`src/rtl/ram_port_arbiter_pkg.sv`:
```
// ram_arb_pkg: shared widths, the command struct and small helpers for the
// RAM port arbiter. NUM_REQ/ADDR_WIDTH/DATA_WIDTH/BE_WIDTH size every port of
// the arbiter and its interface; REQ_ID_WIDTH sizes requester indices.
package ram_arb_pkg;

  localparam int NUM_REQ      = 2;
  localparam int ADDR_WIDTH   = 8;
  localparam int DATA_WIDTH   = 128;
  localparam int BE_WIDTH     = DATA_WIDTH / 8;
  localparam int REQ_ID_WIDTH = (NUM_REQ > 1) ? $clog2(NUM_REQ) : 1;

  // One RAM command; we == 0 means read, any set bit means byte write.
  typedef struct packed {
    logic [BE_WIDTH-1:0]   we;
    logic [ADDR_WIDTH-1:0] addr;
    logic [DATA_WIDTH-1:0] wdata;
  } cmd_t;

  function automatic logic [NUM_REQ-1:0] id_to_onehot(input logic [REQ_ID_WIDTH-1:0] id);
    id_to_onehot = NUM_REQ'(1) << id;
  endfunction

endpackage

```
`src/rtl/ram_port_arbiter_if.sv`:
```
// ram_port_arbiter_if: bundles the requester-side handshake, the shared read
// response and the RAM macro pins of the arbiter.
//   slave  : arbiter view (takes requests and ram_dout, drives the rest)
//   master : requester/RAM-model view (the opposite directions)
// Handshake: a command transfers on a rising edge where req_valid[i] and
// req_ready[i] are both high; a requester holds its command stable until then.
// rsp_valid is a one-cycle strobe; rsp_rdata is meaningful only with it.
interface ram_port_arbiter_if;
  import ram_arb_pkg::*;

  logic [NUM_REQ-1:0]            req_valid;
  logic [NUM_REQ-1:0]            req_ready;
  logic [NUM_REQ*BE_WIDTH-1:0]   req_we;
  logic [NUM_REQ*ADDR_WIDTH-1:0] req_addr;
  logic [NUM_REQ*DATA_WIDTH-1:0] req_wdata;
  logic [NUM_REQ-1:0]            rsp_valid;
  logic [DATA_WIDTH-1:0]         rsp_rdata;
  logic                          ram_ce;
  logic [BE_WIDTH-1:0]           ram_we;
  logic [ADDR_WIDTH-1:0]         ram_addr;
  logic [DATA_WIDTH-1:0]         ram_din;
  logic [DATA_WIDTH-1:0]         ram_dout;

  modport slave (
    input  req_valid, req_we, req_addr, req_wdata, ram_dout,
    output req_ready, rsp_valid, rsp_rdata, ram_ce, ram_we, ram_addr, ram_din
  );

  modport master (
    output req_valid, req_we, req_addr, req_wdata, ram_dout,
    input  req_ready, rsp_valid, rsp_rdata, ram_ce, ram_we, ram_addr, ram_din
  );

endinterface

```
`src/rtl/ram_port_arbiter_rr.sv`:
```
// rr_arbiter: combinational round-robin grant with a registered priority
// pointer. The search starts at the pointer and wraps; after an accepted
// grant the pointer moves to the requester just past the winner.
//   clk, rst     : clock, synchronous active-high reset (pointer -> 0)
//   req_i        : request vector
//   accept_i     : current grant was taken this cycle
//   grant_o      : one-hot grant (zero when no request)
//   grant_idx_o  : index of the granted requester
module rr_arbiter #(
  parameter int NUM_REQ   = 2,
  parameter int IDX_WIDTH = (NUM_REQ > 1) ? $clog2(NUM_REQ) : 1
) (
  input  logic                 clk,
  input  logic                 rst,
  input  logic [NUM_REQ-1:0]   req_i,
  input  logic                 accept_i,
  output logic [NUM_REQ-1:0]   grant_o,
  output logic [IDX_WIDTH-1:0] grant_idx_o
);

  // One spare bit so pointer + offset never overflows before the wrap.
  localparam int CW = IDX_WIDTH + 1;

  logic [IDX_WIDTH-1:0] ptr_q, ptr_d;
  logic [CW-1:0]        cand;
  logic                 found;

  always_comb begin
    grant_o     = '0;
    grant_idx_o = '0;
    found       = 1'b0;
    cand        = '0;
    for (int k = 0; k < NUM_REQ; k++) begin
      cand = {1'b0, ptr_q} + CW'(k);
      if (cand >= CW'(NUM_REQ)) cand = cand - CW'(NUM_REQ);
      if (!found && req_i[cand[IDX_WIDTH-1:0]]) begin
        found       = 1'b1;
        grant_idx_o = cand[IDX_WIDTH-1:0];
        grant_o     = NUM_REQ'(1) << cand[IDX_WIDTH-1:0];
      end
    end
  end

  always_comb begin
    ptr_d = ptr_q;
    if (accept_i) begin
      ptr_d = (grant_idx_o == IDX_WIDTH'(NUM_REQ - 1)) ? '0 : grant_idx_o + IDX_WIDTH'(1);
    end
  end

  always_ff @(posedge clk) begin
    if (rst) ptr_q <= '0;
    else     ptr_q <= ptr_d;
  end

endmodule

```
`src/rtl/ram_port_arbiter.sv`:
```
// ram_port_arbiter: shares one single-port, byte-enabled, synchronous-read RAM
// among NUM_REQ requesters. Round-robin grant each cycle, winning command
// registered onto the RAM pins, read data strobed back to its issuer two
// cycles after acceptance.
//   clk, rst : clock, synchronous active-high reset
//   bus      : requester handshake, shared response and RAM pins (slave view)
module ram_port_arbiter
  import ram_arb_pkg::*;
(
  input  logic           clk,
  input  logic           rst,
  ram_port_arbiter_if.slave bus
);

  logic [NUM_REQ-1:0]      grant;
  logic [REQ_ID_WIDTH-1:0] grant_idx;
  logic                    xfer;
  cmd_t                    win_cmd;

  cmd_t                    cmd_q;
  logic                    ce_q;
  logic                    rd_pending_q;
  logic [REQ_ID_WIDTH-1:0] rd_id_q;
  logic [NUM_REQ-1:0]      rsp_valid_q;
  logic [DATA_WIDTH-1:0]   rdata_hold_q;

  rr_arbiter #(
    .NUM_REQ   (NUM_REQ),
    .IDX_WIDTH (REQ_ID_WIDTH)
  ) u_rr (
    .clk         (clk),
    .rst         (rst),
    .req_i       (bus.req_valid),
    .accept_i    (xfer),
    .grant_o     (grant),
    .grant_idx_o (grant_idx)
  );

  // The RAM never stalls, so any grant outside reset is a transfer.
  assign bus.req_ready = rst ? '0 : grant;
  assign xfer          = !rst && (|grant);

  always_comb begin
    win_cmd.we    = bus.req_we[grant_idx*BE_WIDTH +: BE_WIDTH];
    win_cmd.addr  = bus.req_addr[grant_idx*ADDR_WIDTH +: ADDR_WIDTH];
    win_cmd.wdata = bus.req_wdata[grant_idx*DATA_WIDTH +: DATA_WIDTH];
  end

  // Command stage: the RAM sees the accepted command one cycle later.
  always_ff @(posedge clk) begin
    if (rst) begin
      cmd_q        <= '0;
      ce_q         <= 1'b0;
      rd_pending_q <= 1'b0;
      rd_id_q      <= '0;
    end else begin
      ce_q         <= xfer;
      rd_pending_q <= xfer && (win_cmd.we == '0);
      if (xfer) begin
        cmd_q   <= win_cmd;
        rd_id_q <= grant_idx;
      end else begin
        // Idle cycle: drop the byte enables, leave addr/din as they were.
        cmd_q.we <= '0;
      end
    end
  end

  // Response stage: the strobe is timed to the cycle ram_dout carries the
  // read word; the hold register keeps rsp_rdata steady between responses.
  always_ff @(posedge clk) begin
    if (rst) begin
      rsp_valid_q  <= '0;
      rdata_hold_q <= '0;
    end else begin
      rsp_valid_q <= rd_pending_q ? id_to_onehot(rd_id_q) : '0;
      if (|rsp_valid_q) rdata_hold_q <= bus.ram_dout;
    end
  end

  assign bus.ram_ce    = ce_q;
  assign bus.ram_we    = cmd_q.we;
  assign bus.ram_addr  = cmd_q.addr;
  assign bus.ram_din   = cmd_q.wdata;
  assign bus.rsp_valid = rsp_valid_q;
  // ram_dout is already a register inside the RAM macro.
  assign bus.rsp_rdata = (|rsp_valid_q) ? bus.ram_dout : rdata_hold_q;

endmodule

```
`src/flat_wrapper.sv`:
```
// flat-port wrapper written by rule: the top's interface ports become plain ports
module ram_port_arbiter_flat import ram_arb_pkg::*;
  (clk, rst, bus_req_valid, bus_req_we, bus_req_addr, bus_req_wdata, bus_ram_dout, bus_req_ready, bus_rsp_valid, bus_rsp_rdata, bus_ram_ce, bus_ram_we, bus_ram_addr, bus_ram_din);
  ram_port_arbiter_if bus_i ();
  input  logic clk;
  input  logic rst;
  input wire logic [$bits(bus_i.req_valid)-1:0] bus_req_valid;
  input wire logic [$bits(bus_i.req_we)-1:0] bus_req_we;
  input wire logic [$bits(bus_i.req_addr)-1:0] bus_req_addr;
  input wire logic [$bits(bus_i.req_wdata)-1:0] bus_req_wdata;
  input wire logic [$bits(bus_i.ram_dout)-1:0] bus_ram_dout;
  output wire logic [$bits(bus_i.req_ready)-1:0] bus_req_ready;
  output wire logic [$bits(bus_i.rsp_valid)-1:0] bus_rsp_valid;
  output wire logic [$bits(bus_i.rsp_rdata)-1:0] bus_rsp_rdata;
  output wire logic [$bits(bus_i.ram_ce)-1:0] bus_ram_ce;
  output wire logic [$bits(bus_i.ram_we)-1:0] bus_ram_we;
  output wire logic [$bits(bus_i.ram_addr)-1:0] bus_ram_addr;
  output wire logic [$bits(bus_i.ram_din)-1:0] bus_ram_din;
  assign bus_i.req_valid = bus_req_valid;
  assign bus_i.req_we = bus_req_we;
  assign bus_i.req_addr = bus_req_addr;
  assign bus_i.req_wdata = bus_req_wdata;
  assign bus_i.ram_dout = bus_ram_dout;
  assign bus_req_ready = bus_i.req_ready;
  assign bus_rsp_valid = bus_i.rsp_valid;
  assign bus_rsp_rdata = bus_i.rsp_rdata;
  assign bus_ram_ce = bus_i.ram_ce;
  assign bus_ram_we = bus_i.ram_we;
  assign bus_ram_addr = bus_i.ram_addr;
  assign bus_ram_din = bus_i.ram_din;
  ram_port_arbiter u_core (.clk(clk), .rst(rst), .bus(bus_i));
endmodule
```
`config.mk`:
```
export PLATFORM = sky130hd
export DESIGN_NAME = ram_port_arbiter_flat
export DESIGN_NICKNAME = d
export VERILOG_FILES = /design/src/rtl/ram_port_arbiter_pkg.sv /design/src/rtl/ram_port_arbiter_if.sv /design/src/rtl/ram_port_arbiter_rr.sv /design/src/rtl/ram_port_arbiter.sv /design/src/flat_wrapper.sv
export SDC_FILE = /design/constraint.sdc
export NUM_CORES = 1
export LEC_CHECK = 0
export CAP_MARGIN = 30
export CORE_AREA = 5 5 281 283
export DETAILED_ROUTE_END_ITERATION = 7
export DIE_AREA = 0 0 286 288
export PLACE_DENSITY = 0.47
export SETUP_SLACK_MARGIN = 0.1
export SYNTH_ARGS = -nofsm -noshare
export SYNTH_HDL_FRONTEND = slang
export SYNTH_HIERARCHICAL = 1
export SYNTH_SLANG_ARGS = --single-unit
```
`constraint.sdc`:
```
create_clock -name clk -period 1.8 [get_ports clk]
set_input_delay 0.36 -clock clk [delete_from_list [all_inputs] [get_ports clk]]
set_output_delay 0.36 -clock clk [all_outputs]
set_load 0.1 [all_outputs]
```
Yosys cells after proc, flatten, opt, wreduce, memory -nomap -nowiden. Cells that the tools add are included. W data, S select, Z words.

Register bits after elaboration: 286. Input port bits: 436. Output and inout port bits: 285.

Reductions and logical operators: 10. $lt $le $gt $ge: 4. Shift operators: 6. Bitwise gates (word level): 2. $add $sub $neg: 4. Mux-type cells: 14.

Operators by type and width (number): $shiftx A256 B9 Y128 (1); $mux W128 (1); $shiftx A32 B6 Y16 (1); $logic_not A16 Y1 (1); $shiftx A16 B5 Y8 (1); $mux W1 (10); $reduce_or A2 Y1 (4); $mux W2 (3); $shl A1 B1 Y2 const A (3); $lt A1 B2 Y1 const B (2); $logic_and A1 B1 Y1 (3); $add A1 B1 Y2 const B (1); $ge A1 B2 Y1 const B (1); $ge A2 B2 Y1 const B (1); $logic_not A1 Y1 (2); $not A1 Y1 (2); $sub A1 B1 Y1 const B (2); $add A1 B1 Y1 const B (1).

Logic depth before layout (Yosys ltp).
Depth in word-level cells: 12. Depth in mapped cells: 9. Mapped depth without buffers: 6.

Modules after synthesis. The synthesis kept the hierarchy.

By module, submodules not included: ram_port_arbiter (area an instance 11727.5 µm², times used 1, cells each 1097); rr_arbiter (area an instance 61.3 µm², times used 1, cells each 7).

Worst setup path after synthesis. OpenSTA, ideal clock, no wires.

Path type: input-to-output. Start: in rst. End: out bus_req_ready[0]. Stages on the path: 4. Path slack: -764 ps. Buffers on the path: 3. Arrival: 2204 ps. Cells stage by stage: buf_6 -> clkbuf_1 -> buf_1 -> nor2b_1.

Word-level cells in the longest chain between the ends: 1.

Ends and longest elaborated chain: start: declaration (RTL line flat_wrapper.sv:6) `input logic rst;`; $mux W2 (RTL line ram_port_arbiter.sv:40) `assign bus.req_ready = rst ? '0 : grant;`; end: declaration (RTL line flat_wrapper.sv:12) `output wire logic [$bits(bus_i.req_ready)-1:0] bus_req_ready;`.

No other way between the ends.

Worst setup path in the final report.
Start: reg u_core.rsp_valid_q[1], in the netlist u_core/bus.rsp_valid[1]. End: out bus_rsp_rdata[79].

Word-level cells in the longest chain between the ends: 2.

Ends and longest elaborated chain: start: declaration (RTL line ram_port_arbiter.sv:24) `logic [NUM_REQ-1:0] rsp_valid_q;`; start signal: assignment (RTL line ram_port_arbiter.sv:76) `rsp_valid_q <= rd_pending_q ? id_to_onehot(rd_id_q) : '0;`; $reduce_or A2 Y1 (RTL line ram_port_arbiter.sv:87) `assign bus.rsp_rdata = (|rsp_valid_q) ? bus.ram_dout : rdata_hold_q;`; $mux W128 (RTL line ram_port_arbiter.sv:87); end: declaration (RTL line flat_wrapper.sv:14) `output wire logic [$bits(bus_i.rsp_rdata)-1:0] bus_rsp_rdata;`.

No other way between the ends.

==> results.sh <==
export IMPL_status="complete, but fails checks"
export IMPL_violations="negative setup slack"
export IMPL_worstSetupPathType="register to primary output"
export IMPL_postSynth_asyncResetShare=0
export IMPL_synth_distinct_cells=27
export IMPL_fp_dieW_um=286
export IMPL_synth_cells=1104
export IMPL_yosys_warnings=6
export IMPL_place_gp_congestion=0.780
export IMPL_core_um2=76400
export IMPL_pre_cts_ws_ns=-0.495
export IMPL_final_common_cell="clkdlybuf4s50_1"
export IMPL_layout_min_cycle_time_ns=2.37
export IMPL_syn_nets=1540
export IMPL_syn_area_um2=11800
export IMPL_grt_pass1_vias=11596
export IMPL_final_cell_count_no_fill=2899
export IMPL_p_per_area_nw_per_um2=790
export IMPL_fmax_ghz=0.422
export IMPL_post_drt_wl_per_cell_um=19.6
export IMPL_ios=721
export IMPL_grt_overflow=0
export IMPL_p_leak_nw=10.5
export IMPL_layout_nets=2317
export IMPL_drt_iter0_drc=235
export IMPL_skew_ns=0.0139
export IMPL_numCtsBuffers=37
export IMPL_cts_buffer_depth=3
export IMPL_finalCritPeriodShare=1.32
export IMPL_cts_htree_levels=2
export IMPL_cp_end_kind="primary output"
export IMPL_min_delay_start="rst"
export IMPL_regArea_um2=5730
export IMPL_final_cell_mix="clkdlybuf4s50_1, buf_12, dfxtp_1, nor2b_1, mux2i_1"
export IMPL_maxSlewViolCount=0
export IMPL_drtAntennaViolNets=0
export IMPL_postRouteWirelength_um=56700
export IMPL_hold_class="input port to register"
export IMPL_placedInstanceArea_um2=23500
export IMPL_clock_latency_ns=0.54
export IMPL_placed_cells=2785
export IMPL_crit_path_start_kind="register"
export IMPL_worst_pin_slew_ns=0.968
export IMPL_track_usage=0.124
export IMPL_total_power_mw=21.0
export IMPL_drive_gt1_frac=0.372
export IMPL_fin_area_um2=26500
export IMPL_die_area_um2=82400
export IMPL_tritoncts="done"
export IMPL_critical_path_startpoint="u_core/bus.rsp_valid[1]$_SDFF_PP0_"
export IMPL_grt_pass1_wl_um=77400
export IMPL_cts_hold_buf=0
export IMPL_ys_flop_type="dfxtp_1"
export IMPL_root_buffer="clkbuf_16"
export IMPL_ys_ff_latch=286
export IMPL_path_clk_slew_ns=0.05
export IMPL_rows=102
export IMPL_crit_fanout=17
export IMPL_path_cells="nor2_4 -> buf_12 -> buf_12 -> mux2_2 -> buf_12"
export IMPL_slew_headroom=0.354
export IMPL_drc=0
export IMPL_die_h_um=288
export IMPL_antenna_found_initial=3
export IMPL_multi_input_area_um2=6420
export IMPL_yosysSeqAreaShare=0.486
export IMPL_drt_pass1_iter_count=4
export IMPL_worst_path_most_repeated_cell="buf_12"
export IMPL_maxCapViolations=0
export IMPL_slowest_delay_ns=0.39
export IMPL_vias_per_cell=3.87
export IMPL_yosysTopAreaCellShare=0.486
export IMPL_yosysTopAreaCell="dfxtp_1"
export IMPL_rrSetupSlack_ns=-0.05
export IMPL_initial_utilization=0.154
export IMPL_crit_required_ns=1.44
export IMPL_ir_drop_uv=411
export IMPL_critPathArrivalTime_ns=2.01
export IMPL_setup_viol=180
export IMPL_finalWorstSetupSlack_ns=-0.570
export IMPL_cts_sinks=286
export IMPL_synth_edff_count=0
export IMPL_via_count=11226
export IMPL_grt_max_degree=138
export IMPL_rsz0062_at_grt="yes"
export IMPL_finalHoldViolCount=0
export IMPL_fillers=7462
export IMPL_area_delta_synth_final_pct=125
export IMPL_syn_area_per_cell_um2=10.7
export IMPL_dpl_hpwl_um=41200
export IMPL_portBuffers=720
export IMPL_crit_slowest_cell="mux2_2"
export IMPL_netlist_top_cells_area="dfxtp_1, mux2i_1, mux2_2"
synth_stat cells (2+ instances only):
| master | n |
|---|---|
| nand4_1 | 2 |
| clkbuf_1 | 30 |
| mux2_2 | 128 |
| buf_6 | 2 |
| buf_2 | 27 |
| nor4_1 | 7 |
| nand2_1 | 2 |
| a211oi_1 | 136 |
| dfxtp_1 | 286 |
| nor2_1 | 155 |
| nor2b_1 | 130 |
| buf_4 | 33 |
| mux2i_1 | 152 |
sequential cells by signal, summed over array words and instances, names as in the netlist, named ones only:
register              cells
u_core/bus.ram_ce         1
u_core/rdata_hold_q     128
u_core/bus.ram_din      128
u_core/bus.ram_we        16
u_core/bus.ram_addr       8
u_core/bus.rsp_valid      2
u_core/rd_pending_q       1
u_core/rd_id_q            1
area by class of cell:
cell class                      count  share of cell area
Antenna cell                        1           0.0000944
Clock inverter                      8             0.00439
Tap cell                          988              0.0466
Sequential cell                   286               0.216
Timing Repair inverter              4             0.00349
Clock buffer                       60              0.0439
Inverter                            2             0.00127
Multi-Input combinational cell    722               0.242
Timing Repair Buffer              828               0.442
repair_timing:
action | 4_1_cts | 5_1_grt
pin swaps | 5 | 23
setup buffers | 13 | 8
setup endpoints to repair | 146 | 285
resized for setup | 83 | 169
gates cloned | 13 | 11
per-stage QoR:
| stage | hold slack [ns] | utilization | setup TNS [ns] |
|---|---|---|---|
| after floorplan | 0.404 | - | -2.44 |
| after global placement | 0.423 | 0.307 | -59.53 |
| after detailed placement | 0.434 | 0.307 | -58.19 |
| after CTS | 0.184 | 0.334 | -73.52 |
| after global routing | 0.216 | 0.347 | -85.60 |
| final | 0.227 | 0.347 | -65.58 |
routing by layer:
layer | wire length, um | up-vias | global-route usage
li1 | - | 5454 | -
met1 | 20300 | 5199 | 0.133
met2 | 28700 | 504 | 0.224
met3 | 6390 | 65 | 0.0577
met4 | 1320 | 4 | 0.0255
met5 | 21 | - | 0
cell families (layout without fill, tap and decap cells):
logic type / Yosys count / count (layout) / share of synthesized area
flip-flops: 286 / 286 / 0.486
other: 0 / 1 / 0
AO/OA/AOI/OAI: 141 / 141 / 0.0905
buffers and inverters: 96 / 902 / 0.0455
multiplexers: 280 / 280 / 0.251
AND/OR/NAND/NOR: 301 / 301 / 0.127
final timing paths:
check / end / cells past startpoint
min reg2reg: u_core/bus.rsp_valid[0]$_SDFF_PP0_ / 1
max reg2reg: register / 9
max: bus_rsp_rdata[79] / 5
min: u_core/bus.ram_din[3]$_SDFFE_PP0P_ / 3
critical path: cells and delay by family, from the launching register on:
| kind | cells | cell delay [ns] |
|---|---|---|
| flops | 1 | 0.35 |
| simple gates | 1 | 0.14 |
| buf+inv | 3 | 0.55 |
| mux | 1 | 0.39 |
power by group:
group | internal (mW) | leakage, nW | switching [mW]
clock network | 4.72 | 0.631 | 2.98
registers | 6.63 | 2.34 | 0.343
logic | 2.82 | 7.50 | 3.47
Note: power is estimated with default switching activity, not from simulation.
